--- src/rtl/fifo_tx_drain_ctrl_if.sv ---
// Handshake bundle between the FIFO read port, the drain controller and the transmitter.
// The master modport is the controller side; the slave modport is the environment side.
interface fifo_tx_drain_ctrl_if #(
  parameter int DATA_W = 8,
  parameter int CNT_W  = 16
);
  logic              i_en;
  logic              i_rempty;
  logic [DATA_W-1:0] i_rdata;
  logic              o_rinc;
  logic [DATA_W-1:0] o_tx_data;
  logic              o_tx_valid;
  logic              i_tx_busy;
  logic              o_busy;
  logic [CNT_W-1:0]  o_word_cnt;
  logic              o_err;

  modport master (
    input  i_en, i_rempty, i_rdata, i_tx_busy,
    output o_rinc, o_tx_data, o_tx_valid, o_busy, o_word_cnt, o_err
  );

  modport slave (
    output i_en, i_rempty, i_rdata, i_tx_busy,
    input  o_rinc, o_tx_data, o_tx_valid, o_busy, o_word_cnt, o_err
  );
endinterface

--- src/rtl/fifo_tx_drain_ctrl.sv ---
// Drains an async FIFO read port into a valid/busy byte-serial transmitter,
// re-pulsing valid on a missed handshake and dropping the word after MAX_RETRY re-pulses.
module fifo_tx_drain_ctrl #(
  parameter int DATA_W    = 8,
  parameter int TIMEOUT   = 16,
  parameter int MAX_RETRY = 3,
  parameter int GAP_CYC   = 2,
  parameter int CNT_W     = 16
) (
  input  logic                 i_clk,
  input  logic                 i_rst,
  fifo_tx_drain_ctrl_if.master bus
);

  localparam int TMO_W = (TIMEOUT < 2) ? 1 : $clog2(TIMEOUT + 1);
  localparam int RTY_W = $clog2(MAX_RETRY + 2);
  localparam int GAP_W = $clog2(GAP_CYC + 2);

  localparam logic [TMO_W-1:0] TMO_LAST  = TMO_W'(TIMEOUT - 1);
  localparam logic [RTY_W-1:0] RTY_MAX   = RTY_W'(MAX_RETRY);
  localparam logic [GAP_W-1:0] GAP_LAST  = GAP_W'(GAP_CYC);

  typedef enum logic [1:0] {
    IDLE    = 2'd0,
    WAIT_HI = 2'd1,
    WAIT_LO = 2'd2,
    GAP     = 2'd3
  } state_e;

  state_e            state_q, state_d;
  logic [DATA_W-1:0] tx_data_q, tx_data_d;
  logic              rinc_q, rinc_d;
  logic              valid_q, valid_d;
  logic              busy_q, busy_d;
  logic              err_q, err_d;
  logic [CNT_W-1:0]  cnt_q, cnt_d;
  logic [TMO_W-1:0]  tmo_q, tmo_d;
  logic [RTY_W-1:0]  retry_q, retry_d;
  logic [GAP_W-1:0]  gap_q, gap_d;

  always_comb begin
    state_d   = state_q;
    tx_data_d = tx_data_q;
    rinc_d    = 1'b0;
    valid_d   = 1'b0;
    err_d     = 1'b0;
    cnt_d     = cnt_q;
    tmo_d     = tmo_q;
    retry_d   = retry_q;
    gap_d     = gap_q;

    case (state_q)
      IDLE: begin
        if (bus.i_en && !bus.i_rempty && !bus.i_tx_busy) begin
          tx_data_d = bus.i_rdata;
          rinc_d    = 1'b1;
          valid_d   = 1'b1;
          retry_d   = '0;
          tmo_d     = '0;
          state_d   = WAIT_HI;
        end else begin
          state_d = IDLE;
        end
      end
      WAIT_HI: begin
        // A busy rise wins over a simultaneous timeout expiry.
        if (bus.i_tx_busy) begin
          tmo_d   = '0;
          state_d = WAIT_LO;
        end else if (tmo_q == TMO_LAST) begin
          tmo_d = '0;
          if (retry_q < RTY_MAX) begin
            valid_d = 1'b1;
            retry_d = retry_q + RTY_W'(1);
          end else begin
            err_d   = 1'b1;
            gap_d   = '0;
            state_d = GAP;
          end
        end else begin
          tmo_d = tmo_q + TMO_W'(1);
        end
      end
      WAIT_LO: begin
        if (!bus.i_tx_busy) begin
          cnt_d   = cnt_q + CNT_W'(1);
          gap_d   = '0;
          state_d = GAP;
        end else begin
          state_d = WAIT_LO;
        end
      end
      GAP: begin
        // GAP lasts GAP_CYC+1 cycles so a pop lands 3+GAP_CYC cycles after busy falls.
        if (gap_q == GAP_LAST) begin
          gap_d   = '0;
          state_d = IDLE;
        end else begin
          gap_d = gap_q + GAP_W'(1);
        end
      end
      default: begin
        state_d = IDLE;
      end
    endcase

    busy_d = (state_d != IDLE);
  end

  always_ff @(posedge i_clk) begin
    if (i_rst) begin
      state_q   <= IDLE;
      tx_data_q <= '0;
      rinc_q    <= 1'b0;
      valid_q   <= 1'b0;
      busy_q    <= 1'b0;
      err_q     <= 1'b0;
      cnt_q     <= '0;
      tmo_q     <= '0;
      retry_q   <= '0;
      gap_q     <= '0;
    end else begin
      state_q   <= state_d;
      tx_data_q <= tx_data_d;
      rinc_q    <= rinc_d;
      valid_q   <= valid_d;
      busy_q    <= busy_d;
      err_q     <= err_d;
      cnt_q     <= cnt_d;
      tmo_q     <= tmo_d;
      retry_q   <= retry_d;
      gap_q     <= gap_d;
    end
  end

  assign bus.o_rinc     = rinc_q;
  assign bus.o_tx_data  = tx_data_q;
  assign bus.o_tx_valid = valid_q;
  assign bus.o_busy     = busy_q;
  assign bus.o_word_cnt = cnt_q;
  assign bus.o_err      = err_q;

endmodule

--- src/flat_wrapper.sv ---
// flat-port wrapper written by rule: the top's interface ports become plain ports
module fifo_tx_drain_ctrl_flat 
#(
  parameter int DATA_W    = 8,
  parameter int TIMEOUT   = 16,
  parameter int MAX_RETRY = 3,
  parameter int GAP_CYC   = 2,
  parameter int CNT_W     = 16
)
  (i_clk, i_rst, bus_i_en, bus_i_rempty, bus_i_rdata, bus_i_tx_busy, bus_o_rinc, bus_o_tx_data, bus_o_tx_valid, bus_o_busy, bus_o_word_cnt, bus_o_err);
  fifo_tx_drain_ctrl_if #(.DATA_W(DATA_W), .CNT_W(CNT_W)) bus_i ();
  input  logic i_clk;
  input  logic i_rst;
  input wire logic [$bits(bus_i.i_en)-1:0] bus_i_en;
  input wire logic [$bits(bus_i.i_rempty)-1:0] bus_i_rempty;
  input wire logic [$bits(bus_i.i_rdata)-1:0] bus_i_rdata;
  input wire logic [$bits(bus_i.i_tx_busy)-1:0] bus_i_tx_busy;
  output wire logic [$bits(bus_i.o_rinc)-1:0] bus_o_rinc;
  output wire logic [$bits(bus_i.o_tx_data)-1:0] bus_o_tx_data;
  output wire logic [$bits(bus_i.o_tx_valid)-1:0] bus_o_tx_valid;
  output wire logic [$bits(bus_i.o_busy)-1:0] bus_o_busy;
  output wire logic [$bits(bus_i.o_word_cnt)-1:0] bus_o_word_cnt;
  output wire logic [$bits(bus_i.o_err)-1:0] bus_o_err;
  assign bus_i.i_en = bus_i_en;
  assign bus_i.i_rempty = bus_i_rempty;
  assign bus_i.i_rdata = bus_i_rdata;
  assign bus_i.i_tx_busy = bus_i_tx_busy;
  assign bus_o_rinc = bus_i.o_rinc;
  assign bus_o_tx_data = bus_i.o_tx_data;
  assign bus_o_tx_valid = bus_i.o_tx_valid;
  assign bus_o_busy = bus_i.o_busy;
  assign bus_o_word_cnt = bus_i.o_word_cnt;
  assign bus_o_err = bus_i.o_err;
  fifo_tx_drain_ctrl #(.DATA_W(DATA_W), .TIMEOUT(TIMEOUT), .MAX_RETRY(MAX_RETRY), .GAP_CYC(GAP_CYC), .CNT_W(CNT_W)) u_core (.i_clk(i_clk), .i_rst(i_rst), .bus(bus_i));
endmodule
--- config.mk ---
export PLATFORM = sky130hd
export DESIGN_NAME = fifo_tx_drain_ctrl_flat
export DESIGN_NICKNAME = d
export VERILOG_FILES = /design/src/rtl/fifo_tx_drain_ctrl_if.sv /design/src/rtl/fifo_tx_drain_ctrl.sv /design/src/flat_wrapper.sv
export SDC_FILE = /design/constraint.sdc
export NUM_CORES = 1
export LEC_CHECK = 0
export BUFFER_PORTS_ARGS = -buffer_cell sky130_fd_sc_hd__buf_2
export CAP_MARGIN = 20
export CORE_MARGIN = 1.5
export CORE_UTILIZATION = 45
export DETAILED_ROUTE_END_ITERATION = 7
export MAX_ROUTING_LAYER = met4
export PLACE_DENSITY = 0.8
export SLEW_MARGIN = 20
export SYNTH_ARGS = -nofsm -noshare
export SYNTH_HDL_FRONTEND = slang
export SYNTH_SLANG_ARGS = --single-unit
--- constraint.sdc ---
create_clock -name i_clk -period 2.7 [get_ports i_clk]
set_clock_uncertainty 0.2 [all_clocks]
set_input_delay 0 -clock i_clk [delete_from_list [all_inputs] [get_ports i_clk]]
set_output_delay 0 -clock i_clk [all_outputs]
set_load 0.01 [all_outputs]
==> run metrics <==
status completed; Worst path top cell family by delay simple AND/OR/NAND/NOR gates; Final Cycle Share 86.9%; CTS tree yes; share of cells above drive strength 1 19.6%; routability cong. 0.702; setup bufs post-CTS 0; # rows 22; max-slew violations 0; clock root buffer clkbuf_8; CP peak stage delay 0.53 ns; Yosys warning count 0; Leak Pwr 0.835 nW; Initial Utilization 46.6%; Via density 5.30; initial antenna violation count 0; CP max FO 14; final setup TNS 0 ns; CP Data Arrival Time approximately 2.4 ns; Num CTS Buffers 5; Avg Synthesized Cell Area 8.66 sq um; CTS H-tree depth 2; max_cap viols 0; routed via count 1553; final hold violation count 0; Avg WL per Cell 12.0 um; maximum operating frequency 426 MHz; met3 Usage GRT 4.17%; die area approximately 0.0042 sq mm; Detailed Place HPWL 2.35 mm; Crit-path slowest cell dfxtp_1; Hold Path Class in -> reg; Final min period 2.35 ns; GR Layer Usage met2 a little under a third; DR DRC count 0; IO Pins 41; Crit. Startpoint u_core.state_q[1]$_SDFF_PP0_; Synth Register Bits 40; max_slew headroom between 50% and 60%; Global Route Usage Sum 17.9%; clk_lat worst skew ~0.29 ns; Area Overhead vs Synth 23.1%; core footprint 0.00366 sq mm; number of synthesized flops with an enable pin 0; Final Setup Violations 0; GRT met1 Usage roughly a fifth; syn_nets 213; Final nets 260; Bufs and invs on worst path 0; Final Power 1.07 mW; CP Cell Sequence or3b_1 > or2_1 > or4_1 > a21oi_1; synth unique cells 36; number of port buffers 40; DRT iter0 DRCs 64; Max clock buf depth 2; Design Area, Final about 0.0021 sq mm; crit end category flip-flop; FFs w/ async S/R, synth 0%; clk slew on worst S/H paths 0.07 ns; RSZ-0062 raised after global routing false; number of global-route vias before repair approximately 1400; Worst Setup Start Kind flip-flop; Critical Path RT 2.72 ns; busiest metal layer after global routing met2; # diodes 0; pwr/cell area 509 mW/mm^2; drt first pass iters 6; Mapped Area around 0.0017 sq mm; Area after DPL 0.00192 sq mm; hold wc startpoint bus_i_en; final-layout fill cell count 340; grt ovf 0; largest net degree at the start of global routing 42; sequential element share of the synthesized area 47.0%; worst slew pin tran ~0.7 ns; antenna violation net count after detailed routing 0; Die H 64.6 um; WS Path Type reg -> reg; CTS resizes 0; Die X between 60 and 70 um; Cells after Synth between 150 and 200; Critical R2R Launch u_core.state_q[1]$_SDFF_PP0_; maximum vdd drop 0.364 mV; Post-Route WL approximately 3.5 mm; first-pass GRT wire length 5.75 mm; clock sink count 40; top_reg_cell synth dfxtp_1
-- power breakdown --
part / switching (mW) / internal (mW)
Sequential: 0.00637 / 0.598
Clock: 0.193 / 0.208
Combinational: 0.0343 / 0.0297
Total: 0.234 / 0.835
-- tightest hold or removal path: stages --
cell	delay, ns
buf_2	0.10
nand2b_1	0.10
nor2_1	0.05
a31oi_1	0.13
nor4_1	0.06
-- placed cells by master (no fill, tap or decap), types with 2 or more instances in the layout --
cell type	count
or3_1	2
nor4_1	3
nand2_1	23
nor3_1	7
clkbuf_1	2
nand2b_1	4
dlygate4sd3_1	9
clkbuf_8	6
dfxtp_1	40
or4_1	8
buf_2	40
nand3_1	8
nand4_1	2
o21ai_0	6
a21oi_1	22
xor2_1	5
nor3b_1	4
a22oi_1	2
xnor2_1	6
and3_1	2
o31ai_1	6
inv_1	3
nor2_1	19
ha_1	3
-- what timing repair did --
action	in CTS	in global routing
setup endpoints to repair	0	0
hold buffers	9	0
hold endpoints to repair	13	0
-- registers in the layout, summed over array words and instances (netlist names) --
signal / cells
u_core.bus.o_word_cnt: 16
u_core.bus.o_tx_data: 8
u_core.tmo_q: 5
u_core.retry_q: 3
u_core.gap_q: 2
u_core.state_q: 2
u_core.bus.o_busy: 1
u_core.bus.o_err: 1
u_core.bus.o_rinc: 1
u_core.bus.o_tx_valid: 1
-- area by class of cell --
class / instances / area, sq um / area share (%)
multi-input combinational: 144 / 840 / 40.0
sequential: 40 / 801 / 38.1
timing repair buffer: 50 / 298 / 14.2
clock buffer: 8 / 90.1 / 4.29
tap: 48 / 60.1 / 2.86
inverter: 3 / 11.3 / 0.536
-- synthesized netlist by cell type (2+ instances only) --
| cell type | n | area (sq um) |
|---|---|---|
| a22oi_1 | 2 | 15.0 |
| buf_6 | 2 | 22.5 |
| o21ai_0 | 6 | 30.0 |
| inv_1 | 3 | 11.3 |
| and3_1 | 2 | 12.5 |
| xnor2_1 | 6 | 52.6 |
| nand4_1 | 2 | 12.5 |
| or4_1 | 8 | 60.1 |
| clkbuf_1 | 6 | 22.5 |
| nor2_1 | 19 | 71.3 |
| a21oi_1 | 22 | 110 |
| or3_1 | 2 | 12.5 |
| ha_1 | 3 | 37.5 |
| nor3b_1 | 4 | 30.0 |
| nor4_1 | 3 | 18.8 |
| o31ai_1 | 6 | 45.0 |
| nand3_1 | 8 | 40.0 |
| nor3_1 | 7 | 35.0 |
| xor2_1 | 5 | 43.8 |
| nand2b_1 | 4 | 25.0 |
| nand2_1 | 23 | 86.3 |
| dfxtp_1 | 40 | 801 |
-- cells by family after synthesis --
family	count (synthesis)	synth area share (%)
adder cells (fa/ha/maj)	3	2.20
multiplexers	1	0.587
XOR/XNOR	11	5.65
buffers and inverters	13	3.81
AND/OR/NAND/NOR	89	27.4
flip-flops	40	47.0
AO/OA/AOI/OAI	40	13.4
-- final timing paths --
path	endpoint	slack, ns	depth (start not counted)
max	u_core.bus.o_word_cnt[11]$_SDFFE_PP0P_	0.35	4
min	u_core.bus.o_tx_valid$_SDFF_PP0_	0.009	5
min reg2reg	u_core.bus.o_tx_data[5]$_SDFFE_PP0P_	0.25	2
max reg2reg	u_core.bus.o_word_cnt[11]$_SDFFE_PP0P_	0.35	4
-- through the flow --
step | utilization [%] | setup WS (ns) | hold slack [ns] | instances
2_1_floorplan | - | 0.632 | -0.0640 | 197
3_3_place_gp | 52.4 | 0.435 | 0.0409 | 276
3_5_place_dp | 52.4 | 0.377 | 0.0453 | 276
4_1_cts | 57.3 | 0.341 | 0.00645 | 293
5_1_grt | 57.3 | 0.249 | 0.0101 | 293
6_report | 57.3 | 0.354 | 0.00925 | 293
-- per-layer routing --
layer,share of wire (%),wire length [um],vias up
met5,0,0,-
met1,46,1610,718
met3,4.1,143,5
li1,-,-,796
met2,49,1710,34
met4,1.3,46,0
(Power assumes the default switching activity.)
